<file path="src/rtl/program_loader.sv">
// rtl/program_loader.sv - byte-stream loader that fills the sCPU instruction RAM and gates cpu_run
//
// Purpose: accepts a length byte L (1..16), then L instruction bytes, and
//          (optionally) an XOR checksum byte over a valid/ready stream. It
//          writes the instructions to RAM addresses 0..L-1 and releases the
//          CPU only after a complete, valid image has been loaded.
// Optional feature macro: PROGRAM_LOADER_CHECKSUM_EN
//          When defined, the stream ends with a checksum byte C = L ^ D0 ^ .. ^ D(L-1).
//          When undefined, the stream is L, D0..D(L-1) and there is no CSUM state.
// Ports:
//   clk        in   system clock, rising edge
//   rst        in   asynchronous active-low reset
//   start      in   one-cycle load request (honoured in IDLE, DONE, ERR)
//   in_valid   in   byte-stream valid
//   in_data    in   byte-stream data [7:0]
//   in_ready   out  loader accepts a byte this cycle (registered)
//   mem_we     out  instruction RAM write strobe (registered, 1-cycle pulse)
//   mem_addr   out  instruction RAM write address [3:0] (registered)
//   mem_wdata  out  instruction RAM write data [7:0] (registered)
//   cpu_run    out  CPU enable; high only after a successful load
//   done       out  last load succeeded
//   error      out  last load failed (sticky until the next start)

module program_loader (
    input  logic       clk,
    input  logic       rst,
    input  logic       start,
    input  logic       in_valid,
    input  logic [7:0] in_data,
    output logic       in_ready,
    output logic       mem_we,
    output logic [3:0] mem_addr,
    output logic [7:0] mem_wdata,
    output logic       cpu_run,
    output logic       done,
    output logic       error
);

    typedef enum logic [2:0] {
        S_IDLE,
        S_LEN,
        S_DATA,
        S_CSUM,
        S_DONE,
        S_ERR
    } state_t;

    state_t     state;
    logic [4:0] len;
    logic [4:0] cnt;
`ifdef PROGRAM_LOADER_CHECKSUM_EN
    logic [7:0] csum;
`endif

    logic accept;
    assign accept = in_valid && in_ready;

    // in_ready, done, error and cpu_run are all updated together with the
    // state so each is a registered function of the state being entered.
    always_ff @(posedge clk or negedge rst) begin
        if (!rst) begin
            state     <= S_IDLE;
            len       <= 5'd0;
            cnt       <= 5'd0;
`ifdef PROGRAM_LOADER_CHECKSUM_EN
            csum      <= 8'd0;
`endif
            in_ready  <= 1'b0;
            mem_we    <= 1'b0;
            mem_addr  <= 4'd0;
            mem_wdata <= 8'd0;
            cpu_run   <= 1'b0;
            done      <= 1'b0;
            error     <= 1'b0;
        end else begin
            mem_we <= 1'b0;
            case (state)
                S_IDLE: begin
                    if (start) begin
                        state    <= S_LEN;
                        in_ready <= 1'b1;
                    end
                end
                S_LEN: begin
                    if (accept) begin
                        if (in_data == 8'd0 || in_data > 8'd16) begin
                            state    <= S_ERR;
                            in_ready <= 1'b0;
                            error    <= 1'b1;
                        end else begin
                            state <= S_DATA;
                            len   <= in_data[4:0];
                            cnt   <= 5'd0;
`ifdef PROGRAM_LOADER_CHECKSUM_EN
                            csum  <= in_data;
`endif
                        end
                    end
                end
                S_DATA: begin
                    if (accept) begin
                        mem_we    <= 1'b1;
                        // cnt never exceeds 15 while a byte is being written,
                        // so the low nibble is the full address.
                        mem_addr  <= cnt[3:0];
                        mem_wdata <= in_data;
                        cnt       <= cnt + 5'd1;
`ifdef PROGRAM_LOADER_CHECKSUM_EN
                        csum      <= csum ^ in_data;
                        if (cnt + 5'd1 == len) begin
                            state <= S_CSUM;
                        end
`else
                        if (cnt + 5'd1 == len) begin
                            state    <= S_DONE;
                            in_ready <= 1'b0;
                            done     <= 1'b1;
                            cpu_run  <= 1'b1;
                        end
`endif
                    end
                end
`ifdef PROGRAM_LOADER_CHECKSUM_EN
                S_CSUM: begin
                    if (accept) begin
                        in_ready <= 1'b0;
                        if (in_data == csum) begin
                            state   <= S_DONE;
                            done    <= 1'b1;
                            cpu_run <= 1'b1;
                        end else begin
                            state <= S_ERR;
                            error <= 1'b1;
                        end
                    end
                end
`endif
                S_DONE, S_ERR: begin
                    if (start) begin
                        state    <= S_LEN;
                        in_ready <= 1'b1;
                        done     <= 1'b0;
                        error    <= 1'b0;
                        cpu_run  <= 1'b0;
                    end
                end
                default: begin
                    state    <= S_IDLE;
                    in_ready <= 1'b0;
                end
            endcase
        end
    end

endmodule

</file>
<file path="config.mk">
export PLATFORM = sky130hd
export DESIGN_NAME = program_loader
export DESIGN_NICKNAME = d
export VERILOG_FILES = /design/src/rtl/program_loader.sv
export SDC_FILE = /design/constraint.sdc
export NUM_CORES = 1
export LEC_CHECK = 0
export CAP_MARGIN = 20
export CORE_ASPECT_RATIO = 1.4
export CORE_MARGIN = 2
export CORE_UTILIZATION = 35
export DETAILED_ROUTE_END_ITERATION = 8
export SETUP_SLACK_MARGIN = 0.1
export SYNTH_ARGS = -nofsm -noshare
export SYNTH_HDL_FRONTEND = slang
export SYNTH_SLANG_ARGS = --single-unit
</file>
<file path="constraint.sdc">
create_clock -name clk -period 2 [get_ports clk]
set_input_delay 0.2 -clock clk [delete_from_list [all_inputs] [get_ports clk]]
set_output_delay 0.2 -clock clk [all_outputs]
set_load 0.02 [all_outputs]
</file>
### Word level (Yosys, flattened, before mapping)

Index checks and enable logic that the tools add are counted.

| operators by class | value |
|---|---|
| add/subtract/negate cells | 1 |
| $mul | 0 |
| div/mod/pow operators | 0 |
| $lt $le $gt $ge | 1 |
| equality and inequality tests | 12 |
| shift operators | 0 |
| mux-type cells | 25 |
| bitwise logic cells | 1 |
| reduce and logical (&&, ||, !) cells | 16 |

Operators by type and width:

| operator | count |
|---|---|
| 4-bit AND reduction | 4 |
| 3-bit two-way mux | 5 |
| 5-bit two-way mux | 3 |
| 1-bit two-way mux | 12 |
| 2-bit != test (second input constant) | 6 |
| 5-bit one-hot mux with 2 select lines | 1 |
| 3-bit one-hot mux with 3 select lines | 1 |
| 8-bit by 5-bit > comparator with 1-bit output (second input constant) | 1 |
| 8-bit logical NOT | 1 |
| 3-bit == test (second input constant) | 2 |
| 2-bit nonzero test | 3 |
| 5-bit by 1-bit adder with 5-bit output (second input constant) | 1 |
| 5-bit == test | 1 |
| 5-bit AND reduction | 1 |
| 1-bit one-hot mux with 2 select lines | 2 |
| 3-bit by 1-bit == test with 1-bit output (second input constant) | 1 |
| 3-bit by 2-bit == test with 1-bit output (second input constant) | 1 |
| 3-bit logical NOT | 1 |
| 1-bit one-hot mux with 3 select lines | 1 |
| 3-bit AND reduction | 1 |
| 3-bit OR reduction | 1 |
| 2-bit by 1-bit != test with 1-bit output (second input constant) | 1 |
| 2-bit AND reduction | 1 |
| 2-bit OR reduction | 1 |
| other kinds (3) | 3 |

| word-level totals | value |
|---|---|
| register bits | 29 |
| latch bits | 0 |
| memory bits (writable) | 0 |
| bits in read-only memories | 0 |
| input bits | 12 |
| output and inout bits | 17 |
| logic and storage cells | 65 |
| memories kept | 0 |

### Longest topological paths before layout

Gate-level depths: netlist (run 1).

| logic depth | value |
|---|---|
| depth in word-level cells | 5 |
| gate-level depth with buffers | 7 |
| depth with buffers taken out | 5 |

### Least setup slack after synthesis (run 1)

Ideal clock, no wire load.

| path | value |
|---|---|
| path type | register -> register |
| start | reg cnt[0] |
| end | reg state[2] |
| library setup time | 124 ps |
| data arrival time | 1418 ps |
| data required time | 1876 ps |
| slack | 458 ps |
| cell stages (with the launch flop) | 6 |
| path buffers | 0 |
| clock period less this slack | 1542 ps |
| cell sequence | dfrtp_1 -> ha_1 -> nand3_1 -> xnor2_1 -> nor4_4 -> a211o_2 |

| on the way | value |
|---|---|
| cells in the longest elaborated chain, start to end | 4 |

RTL lines:

| item | line | source |
|---|---|---|
| start: declaration | 50 | `logic [4:0] cnt;` |
| start signal: assignment | 107 | `cnt <= cnt + 5'd1;` |
| 5-bit by 1-bit adder with 5-bit output | 114 | `if (cnt + 5'd1 == len) begin` |
| 5-bit == test | 114 |  |
| 2-bit != test (no source line) | - |  |
| 4-bit AND reduction (no source line) | - |  |
| end signal: assignment | 115 | `state <= S_DONE;` |
| end signal: assignment | 140 | `state <= S_LEN;` |
| end signal: assignment | 148 | `state <= S_IDLE;` |
| end: declaration | 48 | `state_t state;` |

No other way between the ends.
A chain may end at the register's enable or synchronous reset.

### Final worst setup path (run 1)

| path | value |
|---|---|
| start | in in_data[1] |
| end | reg len[3] |

| on the way | value |
|---|---|
| cells in the longest elaborated chain, start to end | 4 |
| elaborated cells between the ends (all ways) | 5 |
| those cells by class | 1 x order compare; 1 x bitwise; 3 x reduce/logical |

RTL lines:

| item | line | source |
|---|---|---|
| start: declaration | 29 | `input logic [7:0] in_data,` |
| 8-bit by 5-bit > comparator with 1-bit output or 8-bit logical NOT (tied branches) | 86 | `if (in_data == 8'd0 \|\| in_data > 8'd16) begin` |
| 1-bit logical OR (*) | 86 |  |
| 1-bit NOT (no source line) (*) | - |  |
| 3-bit AND reduction (no source line) (*) | - |  |
| end signal: assignment | 92 | `len <= in_data[4:0];` |
| end: declaration | 49 | `logic [4:0] len;` |

Mark *: on every way between the ends. The rest lies on a longest branch, timed or not.

==> results of run 1 <==
## routing by layer
layer  GRT usage  part of all wire  vias to the layer above
met4      0.0628             0.013                        0
li1            -                 -                      550
met2       0.277              0.52                       26
met1       0.182              0.43                      553
met5           0                 0                        -
met3      0.0357             0.040                        6
## power by group through the flow
stage	registers [W]	clock network, W	logic (W)
after global routing	0.000757	0.000498	0.000446
after CTS	0.000739	0.000472	0.000406
after global placement	0.000745	0	0.000390
final	0.000739	0.000456	0.000402
after floorplan	0.000756	0	0.000259
after detailed placement	0.000750	0	0.000405
## registers in the layout, indices dropped and copies added (netlist names)
register,count
state,3
mem_we,1
len,5
mem_addr,4
error,1
mem_wdata,8
done,1
in_ready,1
cnt,5
## synthesized netlist by cell type (2+ instances only)
cell / number
a21oi_1: 7
a31o_2: 2
a31oi_1: 2
a41oi_1: 2
buf_2: 3
dfrtp_1: 29
mux2_1: 2
mux2_2: 3
nand2_1: 39
nand2b_1: 4
nand3_1: 2
nor2_1: 2
nor2b_1: 3
o21bai_1: 2
xnor2_1: 5
xor2_1: 4
## layout by cell type (no fill, tap or decap), types with 3 or more instances in the layout
cell	count
clkdlybuf4s50_1	28
nand2_1	39
nand2b_1	4
dfrtp_1	29
xor2_1	4
mux2_2	3
nor2b_1	3
a21oi_1	7
buf_4	8
xnor2_1	5
clkbuf_8	5
## stage by stage
step                cells   util
global route          220  0.479
CTS                   220  0.479
global placement      212  0.458
detailed placement    212  0.458
floorplan             137      -
finish                220  0.479
## path summary, 6_finish.rpt
path	slack, ps	endpoint	cells past startpoint
setup / recovery	320	len[3]	5
hold / removal	310	mem_wdata[1]	2
setup reg to reg	380	in_ready	5
hold reg to reg	470	mem_addr[0]	2
max in group asynchronous	1410	state[0]	2
min in group clk	470	mem_addr[0]	2
## cell families after synthesis
| kind of cell | after synthesis |
|---|---|
| AOI/OAI and AO/OA | 24 |
| xor gates and xnor gates | 10 |
| buffers and inverters | 6 |
| and+or+nand+nor | 62 |
| DFF | 29 |
| muxes | 5 |
| adders and majority gates | 1 |
## cell type report
| class | count | area share |
|---|---|---|
| clock inverter | 2 | 0.00533 |
| clock buffer | 6 | 0.0387 |
| timing repair buffer | 36 | 0.181 |
| inverter | 2 | 0.00400 |
| tap | 43 | 0.0287 |
| multi-input combinational | 102 | 0.355 |
| sequential | 29 | 0.387 |
## critical path, stage by stage
cell             delay, ps
clkdlybuf4s50_1        460
nor4_2                 390
xnor2_2                210
nand4_4                220
mux2_1                 370
==> impl_metrics.csv, run 1 <==
group,metric,value,unit
global_routing,grt_usage,0.158,
cells_and_area,seq_area,726,sq um
clock_tree,htree_num_levels,2,
worst_setup_path,path_class,"in -> reg",
placed_design,place.detailed.hpwl,2330,um
routing,drc,0,
routing,vias,1135,
yosys,synth_top_family_by_area,"simple AND/OR/NAND/NOR gates",
clock_tree,cts_tree,"done",
global_routing,antenna_found_initial,0,
power_and_ir_drop,pwr-share-seq,0.463,
clock_tree,cts_hold_buf,0,
worst_setup_path,crit_start,"in_data[1]",
timing,rsz0062_at_grt,"no",
yosys,synth-edff-count,0,
cells_and_area,antenna_cells,0,
yosys,syn_avg_cell_area,10.4,sq um
worst_setup_path,worstPathRequired,2160,ps
global_routing,first_global_vias,1201,
global_routing,grt_pass1_wl,5510,um
global_routing,overflow,0,
clock_tree,numClockSinks,29,
yosys,ys_seq_elements,29,
cells_and_area,drive_above_1_share,0.169,
clock_tree,cts_setup_buffers,0,
clock_tree,clk_path_buf_depth,2,
yosys,synth_simple_gate_area_frac,0.232,
routing,drt_wl_total,3180,um
clock_tree,cts-buffers-inserted,5,
power_and_ir_drop,switching_power,0.000481,W
power_and_ir_drop,cellPowerDensity,851,nW/um^2
yosys,syn_nets,150,
routing,viasPerCell,5.16,
yosys,muxShareOfSynthArea,0.0396,
timing,setup_ws,323,ps
timing,hold_viol_final,0,
die,io_pins,29,
outcome,status,"finished, final reports clean",
clock_tree,cts-resized-gates,0,
die,num_rows,27,
worst_setup_path,critPathMaxFanout,8,
routing,drt-initial-drc-count,18,
timing,fmax,596,MHz
cells_and_area,fin_area,1880,sq um
timing,finalClockSkew,6.13,ps
timing,slew_headroom,0.701,
timing,fin_setup_tns,0,ps
hold_path,hp-class,"in -> async",
die,die-area,4600,sq um
timing,drv_slew,0,
yosys,postSynthCellCount,137,
clock_tree,path_clk_slew,60,ps
worst_setup_path,reg2reg_from,"cnt[0]",
timing,setup_viol,0,
power_and_ir_drop,clkPwrFrac,0.286,
yosys,yosysTopAreaCell,"dfrtp_1",
cells_and_area,multi_input_area,667,sq um
die,coreArea,3920,sq um
worst_setup_path,crit_path_start_kind,"primary input",
routing,drt_first_pass_iters,4,
yosys,ys_seq_area_frac,0.510,
routing,wl_per_cell,14.4,um
worst_setup_path,crit_arrival,1840,ps
clock_tree,clk_latency,280,ps
placed_design,place_congestion,0.732,
run,maxCapViolCount,0,
clock_tree,cts_root_buffer,"clkbuf_8",
power_and_ir_drop,vdd_ir_drop_max,0.542,mV
cells_and_area,area_delta_synth_final,31.9,%
timing,worst_pin_slew,447,ps
cells_and_area,nNetsFinal,189,
yosys,synth_area,1420,sq um
timing,layout_min_cycle_time,1680,ps
yosys,async_reset_ff_frac,1.00,
power_and_ir_drop,total_power,0.00160,W
yosys,synth_ff_type,"dfrtp_1",
worst_setup_path,worstSetupEndpointType,"flop",
yosys,synth_top_cell_area_share,0.510,
cells_and_area,fill_cells,384,
die,die_h,79.4,um
global_routing,grt_max_degree,30,
placed_design,io_buffers,28,
yosys,post_synth_num_cell_types,42,
yosys,synthTopCellsByArea,"dfrtp_1, nand2_1, xnor2_1",
placed_design,place_area,1790,sq um
power_and_ir_drop,intPower,0.00112,W
die,start_util,0.363,
power_and_ir_drop,p_leak,0.872,nW
die,die_w,57.9,um
placed_design,post-place-ws,20.6,ps
yosys,synth_compound_area_frac,0.121,
power_and_ir_drop,comb_power_share,0.252,
timing,finalCritPeriodShare,0.839,
routing,ant_nets,0,
yosys,synthAdderAreaFrac,0.00880,
power_and_ir_drop,switching_share,0.301,
yosys,yosys_warnings,0,
yosys,synth_xor_area_frac,0.0668,
timing,hold-worst-slack,306,ps
(Power assumes the default switching activity.)
==> inputs of run 2 (changes only) <==
- clock period: 2 -> 1.5 ns (I/O delays scaled with it)
==> impl_metrics.csv, run 2 (synthesis gave the netlist of run 1 again) <==
group,metric,value,unit
routing,viasPerCell,5.06,
worst_setup_path,crit_path_frequent_cell,"buf_4",
outcome,status,"finished with violations",
clock_tree,clk_path_buf_depth,2,
cells_and_area,area_delta_synth_final,57.2,%
routing,wl_per_cell,13.8,um
global_routing,overflow,0,
worst_setup_path,path_buf_inv,3,
timing,hold_viol_final,0,
worst_setup_path,cpPeakStageDelay,450,ps
die,start_util,0.363,
global_routing,antenna_found_initial,0,
worst_setup_path,critPathMaxFanout,4,
timing,worst_pin_slew,382,ps
routing,vias,1264,
power_and_ir_drop,total_power,0.00251,W
die,coreArea,3920,sq um
cells_and_area,reg_top3,"mem_wdata: 8 flops, cnt: 5 flops, len: 5 flops",
routing,drt_wl_total,3440,um
cells_and_area,final_common_cell,"nand2_1",
cells_and_area,antenna_cells,0,
power_and_ir_drop,p_leak,1.25,nW
placed_design,place_congestion,0.748,
cells_and_area,final_cell_mix,"nand2_1, buf_4, dfrtp_1, dlygate4sd2_1",
timing,drv_slew,0,
routing,drt_first_pass_iters,4,
timing,finalClockSkew,7.71,ps
worst_setup_path,worstPathCellList,"ha_4 -> buf_4 -> buf_6 -> buf_4 -> a221o_1",
clock_tree,cts-buffers-inserted,5,
worst_setup_path,crit_path_start_kind,"flop",
timing,fin_setup_tns,-14.0,ps
routing,drt-initial-drc-count,33,
die,die_h,79.4,um
global_routing,first_global_vias,1324,
outcome,violations,"setup timing",
worst_setup_path,crit_arrival,1660,ps
die,die_w,57.9,um
die,die-area,4600,sq um
clock_tree,cts_tree,"done",
global_routing,grt_usage,0.174,
die,num_rows,27,
worst_setup_path,crit_family,"flip-flops",
cells_and_area,nNetsFinal,219,
timing,slew_headroom,0.746,
worst_setup_path,path_class,"reg -> reg",
timing,fmax,663,MHz
clock_tree,cts_hold_buf,0,
global_routing,grt_max_degree,30,
timing,layout_min_cycle_time,1510,ps
hold_path,hp-class,"in -> async",
power_and_ir_drop,cellPowerDensity,1120,nW/um^2
cells_and_area,largest_register_ffs,8,
run,maxCapViolCount,0,
global_routing,grt_pass1_wl,6090,um
placed_design,io_buffers,28,
timing,setup_viol,2,
placed_design,place.detailed.hpwl,2440,um
clock_tree,htree_num_levels,2,
clock_tree,cts_root_buffer,"clkbuf_8",
routing,ant_nets,0,
clock_tree,path_clk_slew,60,ps
clock_tree,clk_latency,280,ps
timing,finalCritPeriodShare,1.00,
worst_setup_path,worstSetupEndpointType,"flop",
timing,rsz0062_at_grt,"yes",
power_and_ir_drop,vdd_ir_drop_max,0.746,mV
die,io_pins,29,
clock_tree,numClockSinks,29,
timing,setup_ws,-7.35,ps
routing,drc,0,
worst_setup_path,cp_slowest_cell,"dfrtp_2",
cells_and_area,largest-register,"mem_wdata",
cells_and_area,drive_above_1_share,0.367,
worst_setup_path,worstPathRequired,1660,ps
-- run 2: cell types whose count changed in the layout (fill, tap and decap cells not counted), moves of 4 or more --
cell	before	now
buf_4	8	37
clkdlybuf4s50_1	28	8
dlygate4sd2_1	0	12
dlymetal6s2s_1	0	8
dfrtp_1	29	24
dfrtp_2	0	5
xnor2_1	5	1
xnor2_2	1	5
-- run 2: cell type report --
type	count	area, sq um
Clock buffer	7	86.3
Sequential cell	29	732
Inverter	2	10.0
Timing Repair Buffer	66	574
Multi-Input combinational cell	102	749
Clock inverter	1	30.0
Fill cell	350	1680
Tap cell	43	53.8
-- run 2: worst paths after layout --
check	startpoint	endpoint	slack [ps]	depth (start not counted)
worst max-delay path	cnt[0]	cnt[1]	-7	5
worst min register to register	mem_wdata[5]	mem_wdata[5]	470	2
worst min-delay path	rst	mem_wdata[7]	260	2
min in group clk	in_data[0]	mem_wdata[0]	380	4
max in group asynchronous	rst	cnt[2]	930	2
worst max register to register	cnt[0]	cnt[1]	-7	5
-- run 2: what timing repair did --
| item | in CTS | in global routing |
|---|---|---|
| resized for setup | 21 | 13 |
| setup endpoints to repair | 22 | 31 |
| buffers inserted | 5 | 3 |
| pin swaps | 8 | 4 |
-- run 2: power breakdown --
part | internal (W) | switching (W) | total, W
sequential | 0.000888 | 0.0000945 | 0.000983
clock | 0.000541 | 0.000292 | 0.000833
combinational | 0.000382 | 0.000314 | 0.000697
total | 0.00181 | 0.000701 | 0.00251
-- run 2: metal layers --
| layer | vias up | track usage | part of all wire |
|---|---|---|---|
| li1 | 611 | - | - |
| met5 | - | 0 | 0 |
| met4 | 0 | 0.0907 | 0.020 |
| met1 | 613 | 0.208 | 0.42 |
| met3 | 7 | 0.0389 | 0.042 |
| met2 | 33 | 0.288 | 0.52 |
-- run 2: worst register-to-register path: cells and delay by family (launching register included) --
family	cells	cell delay (ps)
flops	1	450
fa+ha+maj	1	260
buf+inv	3	340
compound gates	1	330
-- run 2: metrics by stage --
step	area, sq um	utilization	hold slack (ps)	std cells	worst slack (ps)
2_1_floorplan	1460	-	-146	137	108
3_3_place_gp	1990	0.509	460	234	-336
3_5_place_dp	1990	0.509	465	234	-377
4_1_cts	2180	0.555	268	247	8.55
5_1_grt	2240	0.571	281	250	-93.5
6_report	2240	0.571	260	250	-7.35
==> inputs of run 3 (changes only) <==
- CORE_UTILIZATION: 35 -> 25
- SLEW_MARGIN: default -> 5
==> impl_metrics.csv, run 3 (synthesis gave the netlist of run 1 again) <==
group,metric,value,unit
global_routing,grt_max_degree,30,
worst_setup_path,critPathCapture,"in_ready",
timing,worst_pin_slew,355,ps
timing,setup_viol,1,
placed_design,place.detailed.hpwl,2570,um
cells_and_area,drive_above_1_share,0.338,
routing,drc,0,
timing,fmax,662,MHz
global_routing,antenna_found_initial,0,
cells_and_area,final_cell_mix,"nand2_1, buf_4, dfrtp_1, dlygate4sd2_1",
routing,vias,1188,
worst_setup_path,reg2reg_depth,5,
clock_tree,clk_latency,280,ps
die,start_util,0.259,
cells_and_area,reg_top3,"mem_wdata: 8 flops, cnt: 5 flops, len: 5 flops",
run,maxCapViolCount,0,
timing,setup_ws,-11.0,ps
worst_setup_path,crit_arrival,1650,ps
cells_and_area,largest-register,"mem_wdata",
routing,drt_first_pass_iters,4,
timing,finalClockSkew,4.63,ps
routing,drt_wl_total,3340,um
power_and_ir_drop,vdd_ir_drop_max,0.579,mV
clock_tree,cts_hold_buf,0,
global_routing,first_global_vias,1216,
clock_tree,clk_path_buf_depth,2,
outcome,violations,"setup timing",
worst_setup_path,path_class,"reg -> reg",
worst_setup_path,critPathMaxFanout,4,
die,die-area,6320,sq um
worst_setup_path,worstPathRequired,1640,ps
cells_and_area,area_delta_synth_final,53.7,%
routing,ant_nets,0,
global_routing,overflow,0,
worst_setup_path,timing.rr.end,"in_ready",
die,die_h,93.3,um
global_routing,grt_usage,0.122,
power_and_ir_drop,p_leak,1.21,nW
die,coreArea,5490,sq um
cells_and_area,largest_register_ffs,8,
worst_setup_path,worstSetupEndpointType,"flop",
power_and_ir_drop,cellPowerDensity,1030,nW/um^2
routing,drt-initial-drc-count,17,
routing,viasPerCell,4.42,
timing,drv_slew,0,
clock_tree,cts_root_buffer,"clkbuf_8",
placed_design,place_congestion,0.793,
timing,slew_headroom,0.762,
timing,hold_viol_final,0,
worst_setup_path,crit_start,"cnt[1]",
timing,fin_setup_tns,-11.0,ps
die,die_w,67.8,um
global_routing,grt_pass1_wl,5830,um
worst_setup_path,reg2reg_from,"cnt[1]",
timing,finalCritPeriodShare,1.01,
clock_tree,cts_tree,"done",
timing,layout_min_cycle_time,1510,ps
routing,wl_per_cell,12.4,um
timing,rsz0062_at_grt,"yes",
clock_tree,path_clk_slew,60,ps
die,io_pins,29,
worst_setup_path,crit_path_start_kind,"flop",
placed_design,io_buffers,28,
cells_and_area,nNetsFinal,213,
cells_and_area,final_common_cell,"nand2_1",
clock_tree,cts-buffers-inserted,5,
cells_and_area,antenna_cells,0,
clock_tree,htree_num_levels,2,
clock_tree,numClockSinks,29,
worst_setup_path,rrSetupSlack,-10,ps
die,num_rows,32,
hold_path,hp-class,"in -> async",
cells_and_area,utilization,0.399,
outcome,status,"finished with violations",
[run 3: cell count changes in the layout (fill, tap and decap cells not counted), sizes merged]
| cell | change |
|---|---|
| buf | -6 |
| clkbuf | -2 |
| clkinv | +2 |
| bufinv | -1 |
| clkinvlp | +1 |
[run 3: metal layers]
layer / routed length (um) / track usage
met5: 0 / 0
met4: 56 / 0.0459
met3: 141 / 0.0253
met2: 1780 / 0.212
met1: 1360 / 0.143
[run 3: final cells by class]
class / count / area [sq um]
clock buffers: 5 / 68.8
clock inverters: 3 / 17.5
fillers: 534 / 3300
inverters: 2 / 10.0
multi-input cells: 102 / 737
flip-flops and latches: 29 / 731
well taps: 68 / 85.1
repair buffers: 60 / 538
[run 3: worst max-delay path, cell delays in order, from the launching register on]
cell and delay (ps):
dfrtp_2 440, ha_4 260, xnor2_2 150, nand2_2 90, nor4_4 270, o221ai_1 160
[run 3: what timing repair did]
item,4_1_cts,5_1_grt
resized for setup,20,10
endpoints found under the setup margin,23,17
pin swaps,7,5
gates cloned,0,0
buffers inserted,0,2
[run 3: worst min path at each step]
stage,startpoint,endpoint,slack [ps]
3_3_place_gp,mem_addr[1],mem_addr[1],460
4_1_cts,rst,mem_wdata[5],260
3_5_place_dp,mem_addr[1],mem_addr[1],460
5_1_grt,rst,mem_wdata[5],300
6_report,rst,mem_wdata[5],250
2_1_floorplan,rst,cnt[0],-150
[run 3: report_power, final]
group	internal [W]	switching, W
sequential	0.000888	0.0000806
combinational	0.000348	0.000308
clock	0.000319	0.000300
total	0.00156	0.000689
[run 3: stage by stage]
step	setup slack, ps	cell area (sq um)	total power (W)	hold WS, ps	cells
after detailed placement	-344	2040	0.00162	462	259
final	-11.0	2190	0.00224	250	269
after floorplan	108	1460	0.00138	-146	137
after CTS	-36.2	2150	0.00226	264	267
after global routing	-104	2190	0.00239	301	269
after global placement	-316	2040	0.00161	460	259
==> RTL change, RTL diff (flow settings as in run 2) <==
Add a define of `PROGRAM_LOADER_CHECKSUM_EN`.
--- a/src/rtl/program_loader.sv
+++ b/src/rtl/program_loader.sv
@@ -22,2 +22,4 @@
 //   error      out  last load failed (sticky until the next start)
+
+`define PROGRAM_LOADER_CHECKSUM_EN
 
Formal check against the unedited RTL: not equivalent (a bounded check fails within 4 cycles, from zero or initial values and one cycle with rst low).
==> RTL change against run 2 <==
- the run still ends with negative setup slack left
- area after synthesis grew 28%
- sequential cell count grew 8
- total power grew 56%
- routed wire length increased by 28%
- synthesized cell count grew 36%
- sequential share of layout area grew 1.5 points
- final area is 21% higher
- setup slack got worse by 0.051 ns
- largest cell class unchanged
- highest routed layer unchanged
==> RTL change: results (changes against run 2) <==
metric	value	unit	change
status	complete, but fails checks		unchanged
violations	negative setup slack		unchanged
finalSetupTns	-0.3455	ns	was -0.01395 ns
p_int	0.002587	W	was 0.001812 W
final-clk-cell-share	0.04300		was 0.05204
synth.mux.area_fraction	0.04069		was 0.03958
synth_commonest_cells	44 x nand2_1, 37 x dfrtp_1, 15 x xor2_1		was 39 x nand2_1, 29 x dfrtp_1, 7 x a21oi_1
min_path_cells	4		
synth-seq-area-share	0.5103		was 0.5101
syn_nets	199		was 150
final_cells	322		was 250
track_usage	0.1672		was 0.1739
drive_above_1_share	0.3398		was 0.3671
use_met2	0.2830		was 0.2875
dpl.hpwl	3145	um	was 2443 um
insertion_delay	0.30	ns	was 0.28 ns
seq_area	927.1	um^2	was 732.0 um^2
skew	0.01003	ns	was 0.007708 ns
clkTransAtPathRegs	0.08	ns	was 0.06 ns
drtIter0Drc	52		was 33
tightest_slew	0.4832	ns	was 0.3815 ns
dp_cells	307		was 234
critPathArrivalTime	1.78	ns	was 1.66 ns
grt_pass1_wl	7169	um	was 6085 um
multi_input_cells	137		was 102
fillers	457		was 350
r2r_cells	6		was 5
regToRegStartpoint	state[2]		was cnt[0]
fin_ws	-0.05833	ns	was -0.007346 ns
nNonClkInverters	5		was 2
grt.met1_usage	0.1978		was 0.2077
leakage	1.443	nW	was 1.254 nW
buffer_area_frac	0.2210		was 0.2569
finalNetCount	268		was 219
synth_fa_ha_area_frac	0.006897		was 0.008795
synth_xor_xnor_area_share	0.09655		was 0.06684
grt_pass1_vias	1489		was 1,324
via_per_inst	4.736		was 5.056
worst_path_largest_cell_delay	0.42	ns	was 0.45 ns
irDropWorstVdd	0.4882	mV	was 0.7455 mV
top_regs	csum x8, mem_wdata x8		was mem_wdata x8, cnt x5, len x5
crit_end	csum[3]		was cnt[1]
grt_max_degree	38		was 30
synth_cell_types	36		was 42
buffers	69		was 66
synthCells	186		was 137
cp_top_family	simple AND/OR/NAND/NOR gates		was flip-flops
wl_per_cell	13.70	um	was 13.76 um
synth_compound_area_frac	0.07793		was 0.1214
hold_class	in -> reg		was in -> async
ys_ff_latch	37		was 29
multiInputGateArea	958.4	um^2	was 749.5 um^2
seqPwrFrac	0.387		was 0.391
ys_top_cells_by_area	dfrtp_1 51%, nand2_1 9.1%, xor2_1 7.2%, nor2_1 2.7%, xnor2_1 2.4%		was dfrtp_1 51%, nand2_1 10%, xnor2_1 3.1%, a21oi_1 2.5%, xor2_1 2.5%
setup_viol	10		was 2
use_met3	0.02897		was 0.03890
[RTL change: changes by cell type after synthesis, moves of 6 or more]
cell,before,now
nor2_1,2,13
xor2_1,4,15
dfrtp_1,29,37
nor3_1,0,6
[RTL change: what timing repair did]
item	4_1_cts	5_1_grt
pin swaps	15	13
endpoints found under the hold margin	37	0
gates cloned	0	0
hold buffers	1	0
setup buffers	5	2
setup endpoints to repair	49	37
resized for setup	36	18
[RTL change: metrics by stage]
stage	total power (W)	worst slack (ns)	hold slack, ns	instance area (um^2)
6_report	0.003910	-0.05833	0.3869	2706
5_1_grt	0.004139	-0.1249	0.4185	2706
4_1_cts	0.003840	-0.02330	0.3853	2618
3_5_place_dp	0.002889	-0.4550	0.2312	2415
3_3_place_gp	0.002859	-0.4366	0.2335	2415
2_1_floorplan	0.002281	-0.02537	-0.1456	1847
[RTL change: metal layers]
metal  vias to the layer above  share of wire  wire length, um
met2                        23           0.53             2322
met5                         -              0                0
met3                         9          0.026              113
met4                         0          0.029              130
li1                        759              -                -
met1                       734           0.42             1846
